--- config.mk ---
export PLATFORM = sky130hd
export DESIGN_NAME = fir_seq_ctrl
export DESIGN_NICKNAME = d
export VERILOG_FILES = /design/src/rtl/fir_seq_ctrl.sv
export SDC_FILE = /design/constraint.sdc
export NUM_CORES = 1
export LEC_CHECK = 0
export ABC_AREA = 1
export CAP_MARGIN = 0
export CORE_MARGIN = 3
export CORE_UTILIZATION = 50
export DETAILED_ROUTE_END_ITERATION = 10
export GPL_TIMING_DRIVEN = 1
export HOLD_SLACK_MARGIN = 0.1
export PLACE_DENSITY = 0.89
export SETUP_SLACK_MARGIN = 0.15
export SYNTH_ARGS = -nofsm -noshare
export SYNTH_HDL_FRONTEND = slang
export SYNTH_SLANG_ARGS = --single-unit
--- constraint.sdc ---
create_clock -name clk -period 5.7 [get_ports clk]
set_clock_uncertainty 0.1 [all_clocks]
set_input_delay 1.14 -clock clk [delete_from_list [all_inputs] [get_ports clk]]
set_output_delay 1.14 -clock clk [all_outputs]
set_load 0.01 [all_outputs]
--- src/rtl/fir_seq_ctrl.sv ---
// rtl/fir_seq_ctrl.sv - FIR chain sequencer: nibble-serial issue, result capture, output FIFO, coefficient bank
module fir_seq_ctrl #(
  parameter int NTAP    = 8,
  parameter int DISCARD = 2
) (
  input  logic              clk,
  input  logic              reset,
  input  logic [7:0]        in_data,
  input  logic              in_vld,
  output logic              in_rdy,
  output logic              pe_rdy,
  output logic [3:0]        pe_xin,
  output logic [3:0]        pe_yin,
  input  logic              chain_rdy,
  input  logic [3:0]        chain_yout,
  input  logic              cfg_we,
  input  logic [2:0]        cfg_addr,
  input  logic [7:0]        cfg_data,
  output logic [8*NTAP-1:0] coef_bus,
  output logic [15:0]       out_data,
  output logic              out_vld,
  input  logic              out_rdy,
  output logic              busy,
  output logic              ovf,
  output logic              cfg_err
);

  typedef enum logic [1:0] {IDLE, START, SHIFT} state_t;

  localparam int DW = $clog2(DISCARD + 2);

  state_t      state, state_nxt;
  logic [1:0]  nc, nc_nxt;
  logic [7:0]  sample, sample_nxt;

  logic        cap_active;
  logic [1:0]  cap_cnt;
  logic [15:0] asm_q;
  logic [15:0] res_data;
  logic        res_done;
  logic [DW-1:0] disc_cnt;
  logic        push;

  logic [15:0] fifo_mem [2];
  logic        rd_ptr, wr_ptr;
  logic [1:0]  count;
  logic        full, pop, wr_en;

  logic [7:0]  coef [NTAP];
  logic        cfg_ok;

  // ---------------- issue FSM ----------------
  always_ff @(posedge clk or posedge reset) begin
    if (reset) begin
      state  <= IDLE;
      nc     <= 2'd0;
      sample <= 8'h00;
    end else begin
      state  <= state_nxt;
      nc     <= nc_nxt;
      sample <= sample_nxt;
    end
  end

  always_comb begin
    state_nxt  = state;
    nc_nxt     = nc;
    sample_nxt = sample;
    in_rdy     = 1'b0;
    pe_rdy     = 1'b0;
    pe_xin     = 4'h0;
    pe_yin     = 4'h0;
    case (state)
      IDLE: begin
        in_rdy = 1'b1;
      end
      START: begin
        pe_rdy    = 1'b1;
        state_nxt = SHIFT;
        nc_nxt    = 2'd0;
      end
      SHIFT: begin
        case (nc)
          2'd0:    pe_xin = sample[3:0];
          2'd1:    pe_xin = sample[7:4];
          default: pe_xin = 4'h0;
        endcase
        nc_nxt = nc + 2'd1;
        if (nc == 2'd3) begin
          in_rdy    = 1'b1;
          state_nxt = IDLE;
        end
      end
      default: state_nxt = IDLE;
    endcase
    // An accepted sample always restarts a frame, from IDLE or the last SHIFT cycle.
    if (in_rdy && in_vld) begin
      sample_nxt = in_data;
      state_nxt  = START;
    end
  end

  assign busy = (state != IDLE);

  // ---------------- result capture ----------------
  assign res_data = {chain_yout, asm_q[15:4]};
  assign res_done = cap_active && (cap_cnt == 2'd3);
  assign push     = res_done && (disc_cnt == '0);

  always_ff @(posedge clk or posedge reset) begin
    if (reset) begin
      cap_active <= 1'b0;
      cap_cnt    <= 2'd0;
      asm_q      <= 16'h0000;
      disc_cnt   <= DW'(DISCARD);
    end else begin
      if (cap_active) begin
        asm_q   <= res_data;
        cap_cnt <= cap_cnt + 2'd1;
        if (cap_cnt == 2'd3) cap_active <= 1'b0;
      end else if (chain_rdy) begin
        cap_active <= 1'b1;
        cap_cnt    <= 2'd0;
      end
      if (res_done && (disc_cnt != '0)) disc_cnt <= disc_cnt - DW'(1);
    end
  end

  // ---------------- 2-entry output FIFO ----------------
  assign full     = (count == 2'd2);
  assign pop      = out_vld && out_rdy;
  assign wr_en    = push && (!full || pop);
  assign out_vld  = (count != 2'd0);
  assign out_data = out_vld ? fifo_mem[rd_ptr] : 16'h0000;

  always_ff @(posedge clk or posedge reset) begin
    if (reset) begin
      for (int i = 0; i < 2; i++) fifo_mem[i] <= 16'h0000;
      rd_ptr <= 1'b0;
      wr_ptr <= 1'b0;
      count  <= 2'd0;
      ovf    <= 1'b0;
    end else begin
      if (wr_en) begin
        fifo_mem[wr_ptr] <= res_data;
        wr_ptr           <= ~wr_ptr;
      end
      if (pop) rd_ptr <= ~rd_ptr;
      case ({wr_en, pop})
        2'b10:   count <= count + 2'd1;
        2'b01:   count <= count - 2'd1;
        default: count <= count;
      endcase
      if (push && full && !pop) ovf <= 1'b1;
    end
  end

  // ---------------- coefficient bank ----------------
  assign cfg_ok = !busy && (32'(cfg_addr) < NTAP);

  always_ff @(posedge clk or posedge reset) begin
    if (reset) begin
      for (int k = 0; k < NTAP; k++) coef[k] <= 8'h00;
      cfg_err <= 1'b0;
    end else if (cfg_we) begin
      if (cfg_ok) begin
        for (int k = 0; k < NTAP; k++)
          if (32'(cfg_addr) == k) coef[k] <= cfg_data;
      end else begin
        cfg_err <= 1'b1;
      end
    end
  end

  for (genvar k = 0; k < NTAP; k++) begin : g_coef
    assign coef_bus[8*k +: 8] = coef[k];
  end

endmodule

==> results.sh, run 1 <==
export IMPL_status="finished, final reports clean"
export IMPL_ys_flop_type="dfrtp_1"
export IMPL_min_path_type="flop to flop"
export IMPL_arrival_ns=2.43
export IMPL_grt_pass1_wl_um=24300
export IMPL_postCtsHoldBufs=0
export IMPL_final_util_pct=68.1
export IMPL_clock_latency_ns=0.41
export IMPL_critical_path_buf_inv_count=2
export IMPL_io_buffers=118
export IMPL_vdd_ir_drop_max_v=0.000405
export IMPL_grt_use_met3_pct=7.54
export IMPL_cts_resized=0
export IMPL_grt_setup_unrepaired="false"
export IMPL_drv_cap=0
export IMPL_yosys_top_cells_area="dfrtp_1 (57%), nand2_1 (14%), o21ai_1 (4.9%), nand4_1 (3.5%), inv_1 (2.7%)"
export IMPL_ys_seq_area_share_pct=57.2
export IMPL_die_w_um=113
export IMPL_via_per_inst=5.38
export IMPL_crit_type="flop to output port"
export IMPL_cts_buffer_depth=2
export IMPL_synth_top_area_share_pct=56.7
export IMPL_avgSynthCellArea_sq_um=9.51
export IMPL_grtUsageTotal_pct=24.4
export IMPL_nNetsFinal=753
export IMPL_critPathLaunchType="flop"
export IMPL_dr_pass1_iters=5
export IMPL_grt_pass1_vias=4649
export IMPL_critPathMaxStageDelay_ns=0.61
export IMPL_die_y_um=113
export IMPL_setup_violations=0
export IMPL_synth_edf_count=0
export IMPL_synthArstFlopShare_pct=100
export IMPL_area_growth_pct=31.1
export IMPL_busiest_layer="met2"
export IMPL_diodes=0
export IMPL_ys_warn_count=0
export IMPL_path_max_fanout=18
export IMPL_dr_first_iter_drc_count=356
export IMPL_num_vias=4657
export IMPL_synth_common_cells="nand2_1 (211), dfrtp_1 (130), o21ai_1 (56)"
export IMPL_finalSetupTns_ns=0
export IMPL_fmax_mhz=272
export IMPL_ios=123
export IMPL_finalCritPeriodShare_pct=64.4
export IMPL_antenna_found_initial=0
export IMPL_initial_core_util_pct=52.0
export IMPL_ant_nets=0
export IMPL_path_clk_slew_ns=0.06
export IMPL_htreeDepth=4
export IMPL_drc=0
export IMPL_power_density_nw_per_um2=615
export IMPL_synth_cells=603
export IMPL_post_cts_buffers=0
export IMPL_synth_top_cell_by_area="dfrtp_1"
export IMPL_hold_viol_final=0
export IMPL_crit_chain="inv_1 > nand2_1 > a21oi_1 > clkdlybuf4s50_1"
export IMPL_tightest_slew_ns=1.03
export IMPL_routedWlPerCell_um=17.0
export IMPL_max_slew_margin_rel_pct=31.5
export IMPL_coreArea_sq_um=11000
export IMPL_die_area_sq_um=12800
export IMPL_slew_viol_final=0
export IMPL_synth_cell_types=31
export IMPL_crit_path_top_delay_cell="dfrtp_1"
export IMPL_ys_seq_elements=131
export IMPL_routed_wl_um=14700
export IMPL_grt_max_degree=83
export IMPL_rows=38
export IMPL_grt_ovfl_total=0
export IMPL_grtUsageMet2_pct=40.5
export IMPL_drive_above_1_share_pct=10.2
export IMPL_fill_cells=808
export IMPL_synth_most_common_cell="nand2_1"
export IMPL_cts_tree="done"
export IMPL_period_needed_ns=3.67
export IMPL_place_congestion=0.856
export IMPL_hpwl_um=9900
export IMPL_grt_use_met1_pct=29.3
export IMPL_cts_root_buf="clkbuf_16"
export IMPL_leakagePower_uw=0.00359
export IMPL_syn_area_sq_um=5730
export IMPL_numCtsBuffers=17
export IMPL_cp_top_family="buffers and inverters"
export IMPL_end_kind="output port"
export IMPL_required_ns=4.46
export IMPL_clock_sinks=131
## per-stage QoR
stage	total power [uW]	instance area [sq um]	std cells	hold WS (ns)	setup slack (ns)
2_1_floorplan	2550	5740	606	0.342	0.964
3_3_place_gp	3340	6880	835	0.355	2.70
3_5_place_dp	3440	6880	835	0.360	2.55
4_1_cts	4630	7510	866	0.372	2.05
5_1_grt	4890	7510	866	0.388	1.88
6_report	4620	7510	866	0.375	2.03
## cell type report
cell class	instances	area [sq um]	share of cell area (%)
inverter	43	164	2.18
tap	140	175	2.33
clock buffer	19	453	6.03
clock inverter	12	180	2.40
timing repair buffer	120	1200	15.9
multi-input combinational	401	2070	27.5
sequential	131	3280	43.6
## worst paths after layout
path                       depth (start not counted)  slack (ns)           end         start
setup / recovery                                   4        2.03  out_data[12]        rd_ptr
hold / removal                                     2        0.37  fifo_mem[30]  fifo_mem[30]
setup reg to reg                                   7        3.36      count[1]    cap_active
hold reg to reg                                    2        0.37  fifo_mem[30]  fifo_mem[30]
max in group asynchronous                          3        3.51  coef_bus[30]         reset
min in group asynchronous                          3        1.17     sample[2]         reset
## sequential cells by signal, summed over array words and instances, names as in the netlist, 2 cells and up
| register | cells |
|---|---|
| count | 2 |
| cap_cnt | 2 |
| fifo_mem | 32 |
| sample | 8 |
| disc_cnt | 2 |
| state | 2 |
| asm_q | 12 |
| coef_bus | 64 |
| nc | 2 |
## per-layer routing
| layer | part of all wire (%) | wire [um] |
|---|---|---|
| met1 | 39 | 5770 |
| met2 | 51 | 7500 |
| met3 | 7.3 | 1080 |
| met4 | 2.6 | 386 |
| met5 | 0 | 0 |
## report_power, final
part	leakage (uW)	switching [uW]	internal (uW)	total (uW)
sequential	0.00164	346	1350	1700
combinational	0.00165	895	861	1760
clock	0.000305	407	754	1160
## cells by family (layout without fill, tap and decap cells)
logic type,Yosys count,in the layout,synth area share [%]
adders and majority gates,10,10,2.18
DFF,131,131,57.2
buffers and inverters,74,194,6.96
AOI/OAI and AO/OA,110,110,10.8
and+or+nand+nor,273,273,22.2
xor gates and xnor gates,4,4,0.611
other,1,4,0.0654
## placed cells by master, fill, tap and decap left out, types with 4 or more instances in the layout
| cell | n |
|---|---|
| nand2_1 | 211 |
| o21ai_0 | 13 |
| ha_1 | 10 |
| clkdlybuf4s50_1 | 118 |
| bufinv_16 | 4 |
| a21oi_1 | 22 |
| dfrtp_1 | 130 |
| conb_1 | 4 |
| o21ai_1 | 56 |
| nand3_1 | 5 |
| nand4_1 | 32 |
| inv_1 | 40 |
| clkbuf_16 | 17 |
| nand2_4 | 5 |
| o21ai_2 | 16 |
| nand2_2 | 5 |
## worst reg2reg max path, cell delays in order, from the launching register on
cell and delay [ns]:
dfrtp_1 0.72, nand2_4 0.12, nor2_8 0.42, nand2_1 0.16
ha_1 0.33, a21oi_1 0.14, nand2_1 0.08, xor2_1 0.14
Note: power is estimated with default switching activity, not from simulation.
==> run 2, diff against run 1 <==
==> constraint.sdc (replaced) <==
create_clock -name clk -period 3.8 [get_ports clk]
set_clock_uncertainty 0.1 [all_clocks]
set_input_delay 0.76 -clock clk [delete_from_list [all_inputs] [get_ports clk]]
set_output_delay 0.76 -clock clk [all_outputs]
set_load 0.01 [all_outputs]
==> run 2 against run 1 <==
Count of clock-buffer cells in the layout is 3 higher; core utilization did not move; non-clock buffer count did not move; power is 49% higher; register-to-register slack got worse by 1.9 ns; cell area stayed put; sequential cell count unchanged; sequential power increased by 49%; setup slack worse by 1.4 ns; via count decreased by 0.69%; critical path depth unchanged.
==> results.sh, run 2 (synthesized netlist as in run 1, its figures left out) <==
export IMPL_status="finished, final reports clean"
export IMPL_place_congestion=0.856
export IMPL_grtUsageMet2_pct=39.3
export IMPL_worst_slack_ns=0.616
export IMPL_grt_ovfl_total=0
export IMPL_die_w_um=113
export IMPL_required_ns=2.94
export IMPL_fmax_mhz=314
export IMPL_coreArea_sq_um=11000
export IMPL_vdd_ir_drop_max_v=0.000565
export IMPL_hpwl_um=9800
export IMPL_initial_core_util_pct=52.0
export IMPL_final_util_pct=68.1
export IMPL_htreeDepth=4
export IMPL_hold_viol_final=0
export IMPL_cp_top_family="buffers and inverters"
export IMPL_largest_reg_flops=64
export IMPL_via_per_inst=5.33
export IMPL_grt_pass1_wl_um=23500
export IMPL_critical_path_buf_inv_count=2
export IMPL_dr_pass1_iters=5
export IMPL_io_buffers=118
export IMPL_drc=0
export IMPL_end_kind="output port"
export IMPL_reg2reg_to="count[1]"
export IMPL_routedWlPerCell_um=16.6
export IMPL_grt_setup_unrepaired="false"
export IMPL_post_cts_buffers=0
export IMPL_crit_type="flop to output port"
export IMPL_setup_violations=0
export IMPL_max_slew_margin_rel_pct=52.3
export IMPL_critPathLaunchType="flop"
export IMPL_cts_buffer_depth=2
export IMPL_startpoint="rd_ptr"
export IMPL_numCtsBuffers=17
export IMPL_clock_sinks=131
export IMPL_period_needed_ns=3.18
export IMPL_area_growth_pct=31.1
export IMPL_die_area_sq_um=12800
export IMPL_diodes=0
export IMPL_num_vias=4625
export IMPL_final_cell_mix="nand2_1 (211), dfrtp_1 (130), clkdlybuf4s50_1 (118)"
export IMPL_r2r_cells=7
export IMPL_cp_depth=4
export IMPL_fin_cells=867
export IMPL_ios=123
export IMPL_endpoint="out_data[6]"
export IMPL_grt_use_met1_pct=27.6
export IMPL_power_density_nw_per_um2=913
export IMPL_arrival_ns=2.32
export IMPL_cts_resized=0
export IMPL_clock_latency_ns=0.41
export IMPL_grt_use_met3_pct=7.59
export IMPL_cts_root_buf="clkbuf_16"
export IMPL_postCtsHoldBufs=0
export IMPL_busiest_layer="met2"
export IMPL_drv_cap=0
export IMPL_rr_startpoint="cap_active"
export IMPL_antenna_found_initial=0
export IMPL_ff2ff_setup_slack_ns=1.49
export IMPL_ant_nets=0
export IMPL_slew_viol_final=0
export IMPL_placed_cells=835
export IMPL_critPathMaxStageDelay_ns=0.58
export IMPL_min_path_type="flop to flop"
export IMPL_leakagePower_uw=0.00359
export IMPL_grt_pass1_vias=4722
export IMPL_cts_tree="done"
export IMPL_fill_cells=817
export IMPL_routed_wl_um=14400
export IMPL_nNetsFinal=753
export IMPL_drive_above_1_share_pct=9.90
export IMPL_crit_chain="inv_1 > nand2_1 > a21oi_1 > clkdlybuf4s50_1"
export IMPL_grtUsageTotal_pct=23.4
export IMPL_path_clk_slew_ns=0.05
export IMPL_grt_max_degree=71
export IMPL_rows=38
export IMPL_path_max_fanout=18
export IMPL_holdWs_ns=0.370
export IMPL_crit_path_top_delay_cell="dfrtp_1"
export IMPL_final_common_cell="nand2_1"
export IMPL_tightest_slew_ns=0.714
export IMPL_dr_first_iter_drc_count=300
export IMPL_finalCritPeriodShare_pct=83.8
export IMPL_die_y_um=113
export IMPL_min_path_cells=2
export IMPL_finalSetupTns_ns=0
export IMPL_pre_cts_ws_ns=1.09
## run 2: changes by cell type in the layout (fill, tap and decap cells not counted)
cell        delta
clkinv_2       +2
buf_4          -1
inv_4          -1
clkinv_4       -3
clkbuf_1       +3
inv_6          -1
buf_12         +1
clkinvlp_4     +1
## run 2: area by class of cell
cell class	count	area [sq um]	area share (%)
tap	140	175	2.33
multi-input combinational	401	2070	27.5
inverter	43	165	2.20
clock inverter	10	155	2.06
sequential	131	3280	43.6
clock buffer	22	464	6.18
timing repair buffer	120	1210	16.1
## run 2: layer usage
| layer | routed length (um) | vias to the layer above |
|---|---|---|
| met4 | 424 | 0 |
| met1 | 5450 | 2243 |
| li1 | - | 2178 |
| met2 | 7450 | 171 |
| met5 | 0 | - |
| met3 | 1040 | 33 |
## run 2: report_power, final
part,leakage (uW),switching [uW],internal [uW]
sequential,0.00164,510,2030
combinational,0.00165,1330,1290
clock,0.000300,574,1130
## run 2: worst reg2reg max path, cell delays in order (launching register included)
cell and delay (ns):
dfrtp_1 0.74, nand2_4 0.12, nor2_8 0.42, nand2_1 0.14
ha_1 0.21, or2_2 0.27, nand2_1 0.08, xor2_1 0.14
## run 2: how the worst min path moves through the flow
| stage | startpoint | to | slack [ns] |
|---|---|---|---|
| 2_1_floorplan | fifo_mem[0] | fifo_mem[0] | 0.34 |
| 3_3_place_gp | fifo_mem[11] | fifo_mem[11] | 0.35 |
| 3_5_place_dp | fifo_mem[4] | fifo_mem[4] | 0.36 |
| 4_1_cts | fifo_mem[11] | fifo_mem[11] | 0.37 |
| 5_1_grt | fifo_mem[11] | fifo_mem[11] | 0.40 |
| 6_report | fifo_mem[11] | fifo_mem[11] | 0.37 |
## run 2: metrics by stage
step / power, uW / cell area (sq um)
2_1_floorplan: 3830 / 5750
3_3_place_gp: 5010 / 6890
3_5_place_dp: 5150 / 6890
4_1_cts: 6900 / 7510
5_1_grt: 7270 / 7510
6_report: 6860 / 7510
==> run 3, diff against run 2 <==
==> constraint.sdc (replaced) <==
create_clock -name clk -period 3 [get_ports clk]
set_clock_uncertainty 0.1 [all_clocks]
set_input_delay 0.6 -clock clk [delete_from_list [all_inputs] [get_ports clk]]
set_output_delay 0.6 -clock clk [all_outputs]
set_load 0.01 [all_outputs]
==> run 3 against run 2 <==
Final cell count grew 0.12%; hold slack gained 0.0040 ns; global-route usage grew 1.1 points; critical path depth grew 2; sequential cell count is the same; count of clock-buffer cells in the layout shrank 4; power grew 28%; non-clock buffer count grew 2; largest cell class unchanged; largest power group unchanged; highest routed layer unchanged.
==> results.sh, run 3 (synthesized netlist as in run 1, its figures left out) <==
export IMPL_diodes=0
export IMPL_path_max_fanout=6
export IMPL_final_cell_mix="nand2_1 (211), dfrtp_1 (130), clkdlybuf4s50_1 (118)"
export IMPL_die_w_um=113
export IMPL_cts_root_buf="clkbuf_16"
export IMPL_fmax_mhz=371
export IMPL_final_common_cell="nand2_1"
export IMPL_drc=0
export IMPL_slew_viol_final=0
export IMPL_die_y_um=113
export IMPL_status="finished, final reports clean"
export IMPL_place_congestion=0.855
export IMPL_grt_max_degree=132
export IMPL_postCtsHoldBufs=0
export IMPL_crit_chain="inv_1 > ha_1 > inv_1 > nand2_1 > and2_1 > clkdlybuf4s50_1"
export IMPL_ant_nets=0
export IMPL_crit_type="flop to output port"
export IMPL_hold_viol_final=0
export IMPL_coreArea_sq_um=11000
export IMPL_cp_top_family="buffers and inverters"
export IMPL_setup_violations=0
export IMPL_grt_pass1_wl_um=24400
export IMPL_cts_buffer_depth=2
export IMPL_leakagePower_uw=0.00358
export IMPL_nNetsFinal=755
export IMPL_critPathLaunchType="flop"
export IMPL_drive_above_1_share_pct=10.4
export IMPL_drv_cap=0
export IMPL_rows=38
export IMPL_initial_core_util_pct=52.0
export IMPL_finalSetupTns_ns=0
export IMPL_vdd_ir_drop_max_v=0.000719
export IMPL_crit_path_top_delay_cell="clkdlybuf4s50_1"
export IMPL_io_buffers=118
export IMPL_num_vias=4669
export IMPL_cts_tree="done"
export IMPL_hpwl_um=9750
export IMPL_numCtsBuffers=17
export IMPL_routedWlPerCell_um=17.0
export IMPL_via_per_inst=5.38
export IMPL_min_path_type="flop to flop"
export IMPL_dr_first_iter_drc_count=445
export IMPL_critical_path_buf_inv_count=3
export IMPL_pwr_share_comb_pct=39.1
export IMPL_path_clk_slew_ns=0.06
export IMPL_arrival_ns=1.99
export IMPL_grt_setup_unrepaired="false"
export IMPL_switchingPower_uw=3140
export IMPL_max_slew_margin_rel_pct=52.2
export IMPL_total_power_uw=8760
export IMPL_largest_reg_flops=64
export IMPL_htreeDepth=4
export IMPL_post_cts_buffers=0
export IMPL_p_int_uw=5620
export IMPL_tightest_slew_ns=0.717
export IMPL_clock_sinks=131
export IMPL_grt_pass1_vias=4833
export IMPL_p_seq_share_pct=36.3
export IMPL_critPathMaxStageDelay_ns=0.53
export IMPL_finalCritPeriodShare_pct=89.8
export IMPL_grt_ovfl_total=0
export IMPL_routed_wl_um=14800
export IMPL_clock_latency_ns=0.41
export IMPL_final_util_pct=68.3
export IMPL_dr_pass1_iters=5
export IMPL_power_frac_clock_pct=24.5
export IMPL_placed_cells=837
export IMPL_p_sw_share_pct=35.9
export IMPL_period_needed_ns=2.69
export IMPL_area_growth_pct=31.4
export IMPL_die_area_sq_um=12800
export IMPL_required_ns=2.30
export IMPL_holdWs_ns=0.374
export IMPL_cts_resized=1
export IMPL_end_kind="output port"
export IMPL_fin_cells=868
export IMPL_antenna_found_initial=0
export IMPL_ios=123
export IMPL_cpMostUsedCell="inv_1"
export IMPL_grtUsageTotal_pct=24.5
export IMPL_power_density_nw_per_um2=1160
run 3: power groups by stage:
stage | Combinational, uW | Clock [uW] | Sequential, uW
floorplan | 1660 | 0 | 3190
global placement | 3240 | 0 | 3120
detailed placement | 3390 | 0 | 3160
CTS | 3450 | 2170 | 3170
global route | 3740 | 2260 | 3270
finish | 3430 | 2150 | 3180
run 3: area by class of cell:
type	instances	area, sq um
clock buffer	18	429
clock inverter	13	186
fill	802	3500
inverter	43	169
multi-input combinational	401	2070
sequential	131	3280
tap	140	175
timing repair buffer	122	1220
run 3: stage by stage:
stage / instance area, sq um / setup slack [ns]
after floorplan: 5750 / 0.678
after global placement: 6910 / 0.686
after detailed placement: 6910 / 0.607
after CTS: 7530 / 0.234
after global routing: 7530 / 0.190
final: 7530 / 0.307
run 3: worst reg2reg max path, delay by kind of cell (launching register included):
family | cells | cell delay [ns]
AOI/OAI and AO/OA | 1 | 0.16
xor gates and xnor gates | 1 | 0.14
adders and majority gates | 1 | 0.32
DFF | 1 | 0.72
and+or+nand+nor | 4 | 0.57
run 3: final timing paths:
path,startpoint,end,slack [ns],cells after the start
max in group asynchronous,reset,coef_bus[31],1.63,3
worst max register to register,cap_active,count[1],0.87,7
worst max-delay path,state[0],in_rdy,0.31,6
worst min register to register,fifo_mem[0],fifo_mem[0],0.37,2
min in group asynchronous,reset,sample[1],0.68,3
worst min-delay path,fifo_mem[0],fifo_mem[0],0.37,2
run 3: routing by layer:
layer / share of wire [%] / vias to the layer above / global-route usage, % / wire [um]
li1: - / 2190 / - / -
met1: 38 / 2244 / 28.1 / 5590
met2: 51 / 191 / 41.5 / 7550
met3: 7.8 / 44 / 9.25 / 1140
met4: 3.2 / 0 / 9.94 / 473
met5: 0 / - / 0 / 0
